--- config.mk ---
export PLATFORM = sky130hd
export DESIGN_NAME = tinynpu_ostream_drain
export DESIGN_NICKNAME = d
export VERILOG_FILES = /design/src/rtl/tinynpu_ostream_drain.sv
export SDC_FILE = /design/constraint.sdc
export NUM_CORES = 1
export LEC_CHECK = 0
export CELL_PAD_IN_SITES_DETAIL_PLACEMENT = 1
export CELL_PAD_IN_SITES_GLOBAL_PLACEMENT = 2
export CORE_MARGIN = 2
export CORE_UTILIZATION = 33
export DETAILED_ROUTE_END_ITERATION = 8
export HOLD_SLACK_MARGIN = 0.06
export PLACE_DENSITY = 0.9
export SYNTH_ARGS = -nofsm -noshare
export SYNTH_HDL_FRONTEND = slang
export SYNTH_SLANG_ARGS = --single-unit
--- constraint.sdc ---
create_clock -name clk -period 1.8 [get_ports clk]
set_input_delay 0.27 -clock clk [delete_from_list [all_inputs] [get_ports clk]]
set_output_delay 0.27 -clock clk [all_outputs]
set_load 0.03 [all_outputs]
--- src/rtl/tinynpu_ostream_drain.sv ---
// Output-stream drain for TinyNPU: captures SIZE accumulator lanes on request and
// serializes them over a val/rdy stream. Optional ReLU at capture: TINYNPU_OSTREAM_RELU_EN.
module tinynpu_ostream_drain #(
  parameter int SIZE     = 4,
  parameter int ACC_BITS = 32
) (
  input  logic                       clk,
  input  logic                       rst,
  input  logic                       ostream_req,
  input  logic [SIZE*ACC_BITS-1:0]   ostream_data,
  output logic                       out_val,
  input  logic                       out_rdy,
  output logic [ACC_BITS-1:0]        out_data,
  output logic [$clog2(SIZE)-1:0]    out_idx,
  output logic                       out_last,
  output logic                       ostream_busy,
  output logic                       ostream_done,
  output logic [7:0]                 frame_cnt,
  output logic                       ovf_err,
  input  logic                       ovf_clr
);

  localparam int IDX_W = $clog2(SIZE);
  localparam logic [IDX_W-1:0] LAST_IDX = IDX_W'(SIZE - 1);

  typedef enum logic [1:0] {IDLE, DRAIN, DONE} state_t;

  state_t              state;
  state_t              state_nxt;
  logic                capture;
  logic                handshake;
  logic [IDX_W-1:0]    idx;
  logic [ACC_BITS-1:0] frame_buf [SIZE];

  function automatic logic [ACC_BITS-1:0] lane_in(input logic [ACC_BITS-1:0] v);
`ifdef TINYNPU_OSTREAM_RELU_EN
    return v[ACC_BITS-1] ? '0 : v;
`else
    return v;
`endif
  endfunction

  assign handshake = (state == DRAIN) && out_rdy;

  always_ff @(posedge clk or negedge rst) begin
    if (!rst) begin
      state <= IDLE;
    end else begin
      state <= state_nxt;
    end
  end

  // A request landing in the DONE cycle starts the next frame directly.
  always_comb begin
    state_nxt = state;
    capture   = 1'b0;
    unique case (state)
      IDLE: begin
        if (ostream_req) begin
          capture   = 1'b1;
          state_nxt = DRAIN;
        end
      end
      DRAIN: begin
        if (out_rdy && (idx == LAST_IDX)) begin
          state_nxt = DONE;
        end
      end
      DONE: begin
        if (ostream_req) begin
          capture   = 1'b1;
          state_nxt = DRAIN;
        end else begin
          state_nxt = IDLE;
        end
      end
      default: state_nxt = IDLE;
    endcase
  end

  always_ff @(posedge clk or negedge rst) begin
    if (!rst) begin
      idx       <= '0;
      frame_cnt <= '0;
      ovf_err   <= 1'b0;
      for (int i = 0; i < SIZE; i++) begin
        frame_buf[i] <= '0;
      end
    end else begin
      if (capture) begin
        idx <= '0;
        for (int i = 0; i < SIZE; i++) begin
          frame_buf[i] <= lane_in(ostream_data[i*ACC_BITS +: ACC_BITS]);
        end
      end else if (handshake && (idx != LAST_IDX)) begin
        idx <= idx + IDX_W'(1);
      end
      if (state == DONE) begin
        frame_cnt <= frame_cnt + 8'd1;
      end
      // A dropped request outranks a simultaneous clear.
      if ((state == DRAIN) && ostream_req) begin
        ovf_err <= 1'b1;
      end else if (ovf_clr) begin
        ovf_err <= 1'b0;
      end
    end
  end

  always_comb begin
    out_val      = (state == DRAIN);
    ostream_busy = (state == DRAIN);
    ostream_done = (state == DONE);
    out_idx      = out_val ? idx : '0;
    out_data     = out_val ? frame_buf[idx] : '0;
    out_last     = out_val && (idx == LAST_IDX);
  end

endmodule

-- After elaboration in Yosys (flattened, before gate mapping)
Index checks and enable logic that the tools add are counted.
- add/subtract/negate cells: 2
- $lt $le $gt $ge: 1
- eq/ne operators: 6
- mux-type cells: 15
- bitwise gates (word level): 1
- reductions and logical operators: 10
- operators by type and width (cell ; number):
    32-bit 2-to-1 mux ; 3
    32-bit binary-select mux with 2-bit select ; 1
    2-bit 2-to-1 mux ; 5
    8-bit by 1-bit adder with 8-bit output (second input constant) ; 1
    2-bit one-hot mux with 3 select lines ; 1
    1-bit logical AND ; 5
    1-bit 2-to-1 mux ; 5
    2-bit equality test (second input constant) ; 2
    2-bit != test (second input constant) ; 2
    2-bit nonzero test ; 2
    3-bit >= comparator (second input constant) ; 1
    2-bit NOT with 3-bit output ; 1
    2-bit by 1-bit adder with 2-bit output (second input constant) ; 1
    2-bit by 1-bit equality test with 1-bit output (second input constant) ; 1
    2-bit zero test ; 1
    2-bit by 1-bit != test with 1-bit output (second input constant) ; 1
    2-bit AND reduction ; 1
    2-bit OR reduction ; 1
- bits in registers: 141
- output and inout port bits: 47
- word-level logic and storage cells: 43

-- Logic depth before layout (Yosys ltp)
Gate-level depths: netlist (run 1).
- depth in word-level cells: 5
- gate-level depth with buffers: 5
- depth with buffers taken out: 4

-- Worst setup path after synthesis (run 1)
No wires, ideal clock.
- path kind: register -> output
- start point: register idx[0]
- end point: output out_data[10]
- arrival time: 1.380 ns
- data required time: 1.530 ns
- slack: 0.150 ns
- stages on the path, launching flop included: 5
- buffers on the path: 2
- cells stage by stage: dfrtp_1 -> buf_6 -> buf_12 -> mux4_2 -> and2_1
- longest elaborated chain between the ends: 5
- ends and longest elaborated chain (element ; RTL line ; RTL):
    from (decl) ; 32 ; logic [IDX_W-1:0] idx;
    from (signal assigned) ; 96 ; idx <= idx + IDX_W'(1);
    2-bit NOT with 3-bit output (not written as such) ; 115 ; out_data = out_val ? frame_buf[idx] : '0;
    32-bit binary-select mux with 2-bit select ; 115 ;
    32-bit 2-to-1 mux (not written as such) (2 in series) ; 115 ;
    32-bit 2-to-1 mux ; 115 ;
    to (decl) ; 13 ; output logic [ACC_BITS-1:0] out_data,
Every way passes these cells. The select of a mux whose other input is x is not followed.

-- Final worst setup path (run 1)
- start point: register idx[0]
- end point: output out_data[8]
Same word-level chain as after synthesis.

==> summary.txt, run 1 <==
STA
  • Max Fclk: 0.449 GHz
  • Fin. max-slew vios: 0
  • Final setup margin: -0.425 ns
  • RSZ-0062 raised after global routing: yes
  • Fin Setup TNS: -12.17 ns
  • Rel. slew slack: 65.5%
  • # setup viols final: 35
  • Clock period minus worst slack: 2.23 ns
  • Final Cycle Share: 124%
  • WHS: 0.383 ns
  • Final Skew: 0.00995 ns
  • Final Hold Fails: 0
  • Worst Tran Pin Value: 0.517 ns

Critical path
  • R2r startpoint: idx[0]
  • CP startpoint: idx[0]
  • Setup slack on the worst flop-to-flop path: 0.07 ns
  • Data required time of the worst path: 1.53 ns
  • Slowest cell on crit path: mux4_2
  • Buf/Inv on CP: 3
  • Startpoint types: flip-flop
  • Crit Path Class: flip-flop to primary output
  • R2R cell count: 7
  • Critical path cell sequence: buf_12, buf_16, mux4_2, and2_4, buf_6
  • Critical path's largest stage delay: 0.51 ns
  • Arrival time at the worst endpoint: 1.96 ns
  • Critical Path End Type: primary output
  • Crit-path max FO: 7
  • Crit-path leading delay family: multiplexers
  • Cell count along the critical path: 5

Clocking
  • H-tree levels: 4
  • CTS Root Cell: clkbuf_16
  • Bufs on Longest Clock Path: 2
  • Clk pin slew, worst setup/hold paths: 0.06 ns
  • CTS tree: yes
  • Total CTS buffers: 17
  • Worst skew pair latency: 0.42 ns
  • Num Clock Sinks: 141

Drt
  • Post-DR wirelength/cell: 20.1 um
  • Vias: 4263
  • Via density: 4.72
  • Post-Route WL: 18.2 mm
  • First-pass detailed-route iteration total: 4
  • DR iter-0 viols: 102
  • Final antenna-violating net count: 0
  • DRC violations left: 0

Power and ir drop
  • Leakage: 0.00418 uW
  • Clock power frac: 18.3%
  • Sw frac: 33.3%
  • P_sw: 6510 uW
  • Flop pwr share: 28.6%
  • P_int: 13100 uW
  • Power density over the cells: 1980 nW/um^2
  • VDD IR-drop max: 1.19 mV
  • Comb pwr share: 53.1%

GRT
  • GRT overflow: 0
  • First-pass GRT wire length: 28.4 mm
  • Largest net degree at the start of global routing: 53
  • Total Routing Usage GR: 18.5%
  • Initial antenna violation count: 0
  • Vias in the first global route: 5028

Place
  • Port Buffers: 179
  • Post-detail-place hpwl: 12.2 mm
  • Global placement routability congestion: 0.718

Floorplan
  • I/O pin total: 180
  • Initial core utilization: 33.9%
  • Die height: 143 um
  • Core ar.: 18900 um^2
  • Rows: 50
  • Full die area: 20600 um^2
  • DIE WIDTH: 143 um

Cells and area
  • P&R area growth vs syn: 54.2%
  • Multi-input gate area: 2730 um^2
  • Commonest non-fill, non-tap cells in the layout: dfrtp_1, clkdlybuf4s50_1, mux2_2, buf_6, and2_4
  • Share of layout cells above drive strength 1: 52.3%
  • Fillers: 1831
  • Antenna diodes: 0
  • Most common cell after layout, fill and taps aside: dfrtp_1
  • Register area: 3530 um^2
  • Final net count: 765

Synth
  • Number of synthesized register bits: 141
  • Mean Syn Cell Area: 16.2 um^2
  • Seq/Total Area, Yosys: 55.0%
  • Mapped cell area: 6410 um^2
  • Syn Inst Count: 397
  • Yosys warns: 0
  • Mapped Nets: 532
  • Unique masters post-synth: 24

Outcome
  • Failing checks: setup timing
  • Status: finished with violations

Job
  • Max-cap violations: 0

Min path
  • Hold crit path type: primary input to asynchronous set/reset pin
[power groups by stage]
stage	clock network [uW]	logic, uW	registers (uW)
6_report	3590	10400	5590
5_1_grt	3820	11000	5820
2_1_floorplan	0	5600	5300
3_3_place_gp	0	8140	5490
4_1_cts	3660	10300	5610
3_5_place_dp	0	8400	5620
[flip-flops by register name, indices dropped and copies added (netlist names)]
register,count
state,2
idx,2
frame_cnt,8
frame_buf,128
ovf_err,1
[final timing paths]
check | to
hold / removal | frame_buf[71]
setup / recovery | out_data[8]
setup reg to reg | idx[1]
max in group asynchronous | frame_buf[47]
hold reg to reg | frame_cnt[7]
min in group clk | ovf_err
[worst register-to-register path: cells and delay by family, from the launching register on]
kind / cells / cell delay [ns]
simple gates: 2 / 0.37
buf+inv: 3 / 0.46
flops: 1 / 0.44
fa+ha+maj: 1 / 0.16
mux: 1 / 0.19
[kinds of logic after synthesis]
logic type / synth area share (%)
simple gates: 4.99
flops: 55.0
compound gates: 0.195
fa+ha+maj: 0.390
buf+inv: 4.04
xor+xnor: 1.09
mux: 34.3
[routing by layer]
metal / vias to the layer above / GRT usage (%) / routed length [um]
met3: 26 / 6.86 / 1260
li1: 1907 / - / -
met2: 130 / 32.1 / 9370
met5: - / 0 / 0
met1: 2200 / 21.7 / 7270
met4: 0 / 4.85 / 269
[metrics by stage]
step | instances | util (%) | setup WS, ns | total power [uW] | instance area [um^2]
after floorplan | 397 | - | 0.150 | 10900 | 6410
after global placement | 845 | 46.1 | -0.287 | 13600 | 8710
final | 903 | 52.3 | -0.425 | 19600 | 9890
after detailed placement | 845 | 46.1 | -0.317 | 14000 | 8710
after CTS | 898 | 52.0 | -0.463 | 19600 | 9830
after global routing | 903 | 52.3 | -0.488 | 20600 | 9890
[layout make-up]
type	count	share of cell area, %
clock buffer	21	4.76
clock inverter	11	1.34
inverter	1	0.0380
multi-input combinational	226	27.7
sequential	141	35.7
tap	260	3.29
timing repair buffer	243	27.2
[what timing repair did]
item / CTS / global route
gates resized for setup: 190 / 14
pin swaps: 23 / 8
buffers inserted: 16 / 7
endpoints found under the setup margin: 41 / 40
hold endpoints to repair: 46 / 0
gates cloned: 4 / 0
hold buffers: 1 / 0
[synth_stat cells (all sizes together)]
cell type / instances / share of area [%]
xor2: 1 / 0.14
and4bb: 1 / 0.20
and2: 35 / 3.4
mux2: 129 / 23
and4b: 1 / 0.16
mux4: 32 / 11
xnor2: 7 / 0.96
nand2: 4 / 0.23
ha: 2 / 0.39
clkbuf: 5 / 0.29
and3: 2 / 0.20
dfrtp: 141 / 55
inv: 1 / 0.058
mux2i: 1 / 0.16
o21ai: 1 / 0.078
buf: 24 / 3.7
nor2b: 3 / 0.29
nand4: 4 / 0.39
a21o: 1 / 0.12
nor2: 2 / 0.12
Power figures use the tool's default switching activity.
==> run 2: changes to the inputs <==
--- a/config.mk
+++ b/config.mk
@@ -15,3 +15,4 @@
 export SYNTH_ARGS = -nofsm -noshare
 export SYNTH_HDL_FRONTEND = slang
 export SYNTH_SLANG_ARGS = --single-unit
+export TNS_END_PERCENT = 20
==> run 2 against run 1 <==
- the run still ends with setup timing left
- largest cell class unchanged
- power decreased by 3.8%
- critical path depth is the same
- flip-flop and latch count unchanged
- sequential share of layout area up 0.84 points
- via count down 1.1%
- critical path type unchanged
- hold slack better by 0.0022 ns
- die area unchanged
- core utilization shrank 1.2 points
- clock-buffer cell count unchanged
- global-route usage fell by 0.55 points
- register-to-register slack hardly changed
==> summary.txt, run 2 (same netlist as run 1, synthesis figures left out) <==
Outcome
  • Status: finished with violations
  • Failing checks: setup timing

Cells and area
  • Post-route cell area: 9660 um^2
  • Antenna diodes: 0
  • Final net count: 752
  • Largest register FFs: 128
  • Largest regs: frame_buf: 128 flops, frame_cnt: 8 flops
  • Share of layout cells above drive strength 1: 50.6%
  • Commonest non-fill, non-tap cells in the layout: dfrtp_1, clkdlybuf4s50_1, mux2_2, buf_6
  • P&R area growth vs syn: 50.6%
  • Most common cell after layout, fill and taps aside: dfrtp_1
  • Top reg by flops: frame_buf

GRT
  • First-pass GRT wire length: 27.7 mm
  • Vias in the first global route: 4901
  • GRT overflow: 0
  • Total Routing Usage GR: 18.0%
  • Initial antenna violation count: 0
  • Largest net degree at the start of global routing: 53

Critical path
  • Startpoint types: flip-flop
  • Critical path cell sequence: buf_12, buf_16, mux4_2, and2_4, buf_6
  • Crit-path max FO: 7
  • Critical path's largest stage delay: 0.51 ns
  • Data required time of the worst path: 1.53 ns
  • Arrival time at the worst endpoint: 1.96 ns
  • Critical Path End Type: primary output
  • Slowest cell on crit path: mux4_2
  • Crit Path Class: flip-flop to primary output

STA
  • Max Fclk: 0.449 GHz
  • # setup viols final: 35
  • Final Cycle Share: 124%
  • RSZ-0062 raised after global routing: yes
  • Fin. max-slew vios: 0
  • Final Skew: 0.00877 ns
  • Final Hold Fails: 0
  • Worst Tran Pin Value: 0.519 ns
  • Clock period minus worst slack: 2.23 ns
  • Rel. slew slack: 65.4%
  • Final setup margin: -0.426 ns

Clocking
  • Num Clock Sinks: 141
  • Worst skew pair latency: 0.42 ns
  • Bufs on Longest Clock Path: 2
  • Clk pin slew, worst setup/hold paths: 0.06 ns
  • Total CTS buffers: 17
  • CTS tree: yes
  • CTS Root Cell: clkbuf_16
  • H-tree levels: 4

Floorplan
  • Die height: 143 um
  • Initial core utilization: 33.9%
  • DIE WIDTH: 143 um
  • Full die area: 20600 um^2
  • Core ar.: 18900 um^2
  • Rows: 50
  • I/O pin total: 180

Place
  • Post-detail-place hpwl: 12.2 mm
  • Port Buffers: 179
  • Global placement routability congestion: 0.718
  • DP Worst Slack: -0.317 ns
  • Area after DPL: 8710 um^2

Power and ir drop
  • VDD IR-drop max: 1.19 mV
  • Power density over the cells: 1950 nW/um^2
  • Leakage: 0.00407 uW

Drt
  • Post-Route WL: 17.6 mm
  • Vias: 4218
  • First-pass detailed-route iteration total: 4
  • DRC violations left: 0
  • Final antenna-violating net count: 0
  • Via density: 4.74
  • DR iter-0 viols: 94
  • Post-DR wirelength/cell: 19.7 um

Job
  • Max-cap violations: 0

Min path
  • Hold crit path type: primary input to asynchronous set/reset pin
-- run 2: cell types whose count changed in the layout (fill, tap and decap cells not counted), sizes merged --
cell,before,now
clkdlybuf4s15,0,2
buf,102,87
-- run 2: per-stage QoR --
step | std cells | hold WS, ns | setup TNS [ns] | power, uW | util, %
3_3_place_gp | 845 | 0.262 | -5.58 | 13600 | 46.1
4_1_cts | 887 | 0.381 | -13.54 | 19000 | 51.0
6_report | 890 | 0.386 | -12.37 | 18800 | 51.1
3_5_place_dp | 845 | 0.269 | -6.25 | 14000 | 46.1
5_1_grt | 890 | 0.416 | -14.81 | 19900 | 51.1
2_1_floorplan | 397 | -0.0256 | 0 | 10900 | -
-- run 2: repair_timing --
| item | in CTS | in global routing |
|---|---|---|
| pin swaps | 21 | 5 |
| gates resized for setup | 165 | 9 |
| cloned | 2 | 0 |
| setup buffers | 7 | 3 |
| hold buffers | 1 | 0 |
| setup endpoints to repair | 41 | 39 |
| hold endpoints to repair | 46 | 0 |
-- run 2: path summary, 6_finish.rpt --
path / startpoint / end / slack (ns) / cells after the start
min reg2reg: frame_cnt[7] / frame_cnt[7] / 0.48 / 1
min: rst / frame_buf[71] / 0.39 / 2
max: idx[0] / out_data[8] / -0.43 / 5
max in group asynchronous: rst / frame_buf[81] / 0.83 / 3
max reg2reg: idx[0] / idx[1] / 0.07 / 7
min in group clk: ovf_clr / ovf_err / 0.42 / 2
-- run 2: where the power goes --
part	leakage [uW]	switching, uW	internal (uW)
Sequential	0.00168	871	4720
Clock	0.000279	1410	2170
Combinational	0.00211	4030	5630
-- run 2: critical path: cells and delay by family, from the launching register on --
family	cells	cell delay [ns]
flip-flops	1	0.41
multiplexers	1	0.51
AND/OR/NAND/NOR	1	0.16
buffers and inverters	3	0.45
-- run 2: area by class of cell --
type | count | area, um^2
timing repair buffer | 230 | 2470
tap | 260 | 325
sequential | 141 | 3530
clock inverter | 11 | 133
fill | 1832 | 9230
clock buffer | 21 | 470
multi-input combinational | 226 | 2720
inverter | 1 | 3.75
-- run 2: routing by layer --
layer  vias up  global-route usage (%)  share of wire (%)
met5         -                       0                  0
met4         0                    4.95                1.6
met3        25                    6.66                7.0
met2       125                    30.6                 51
met1      2185                    21.4                 40
li1       1883                       -                  -
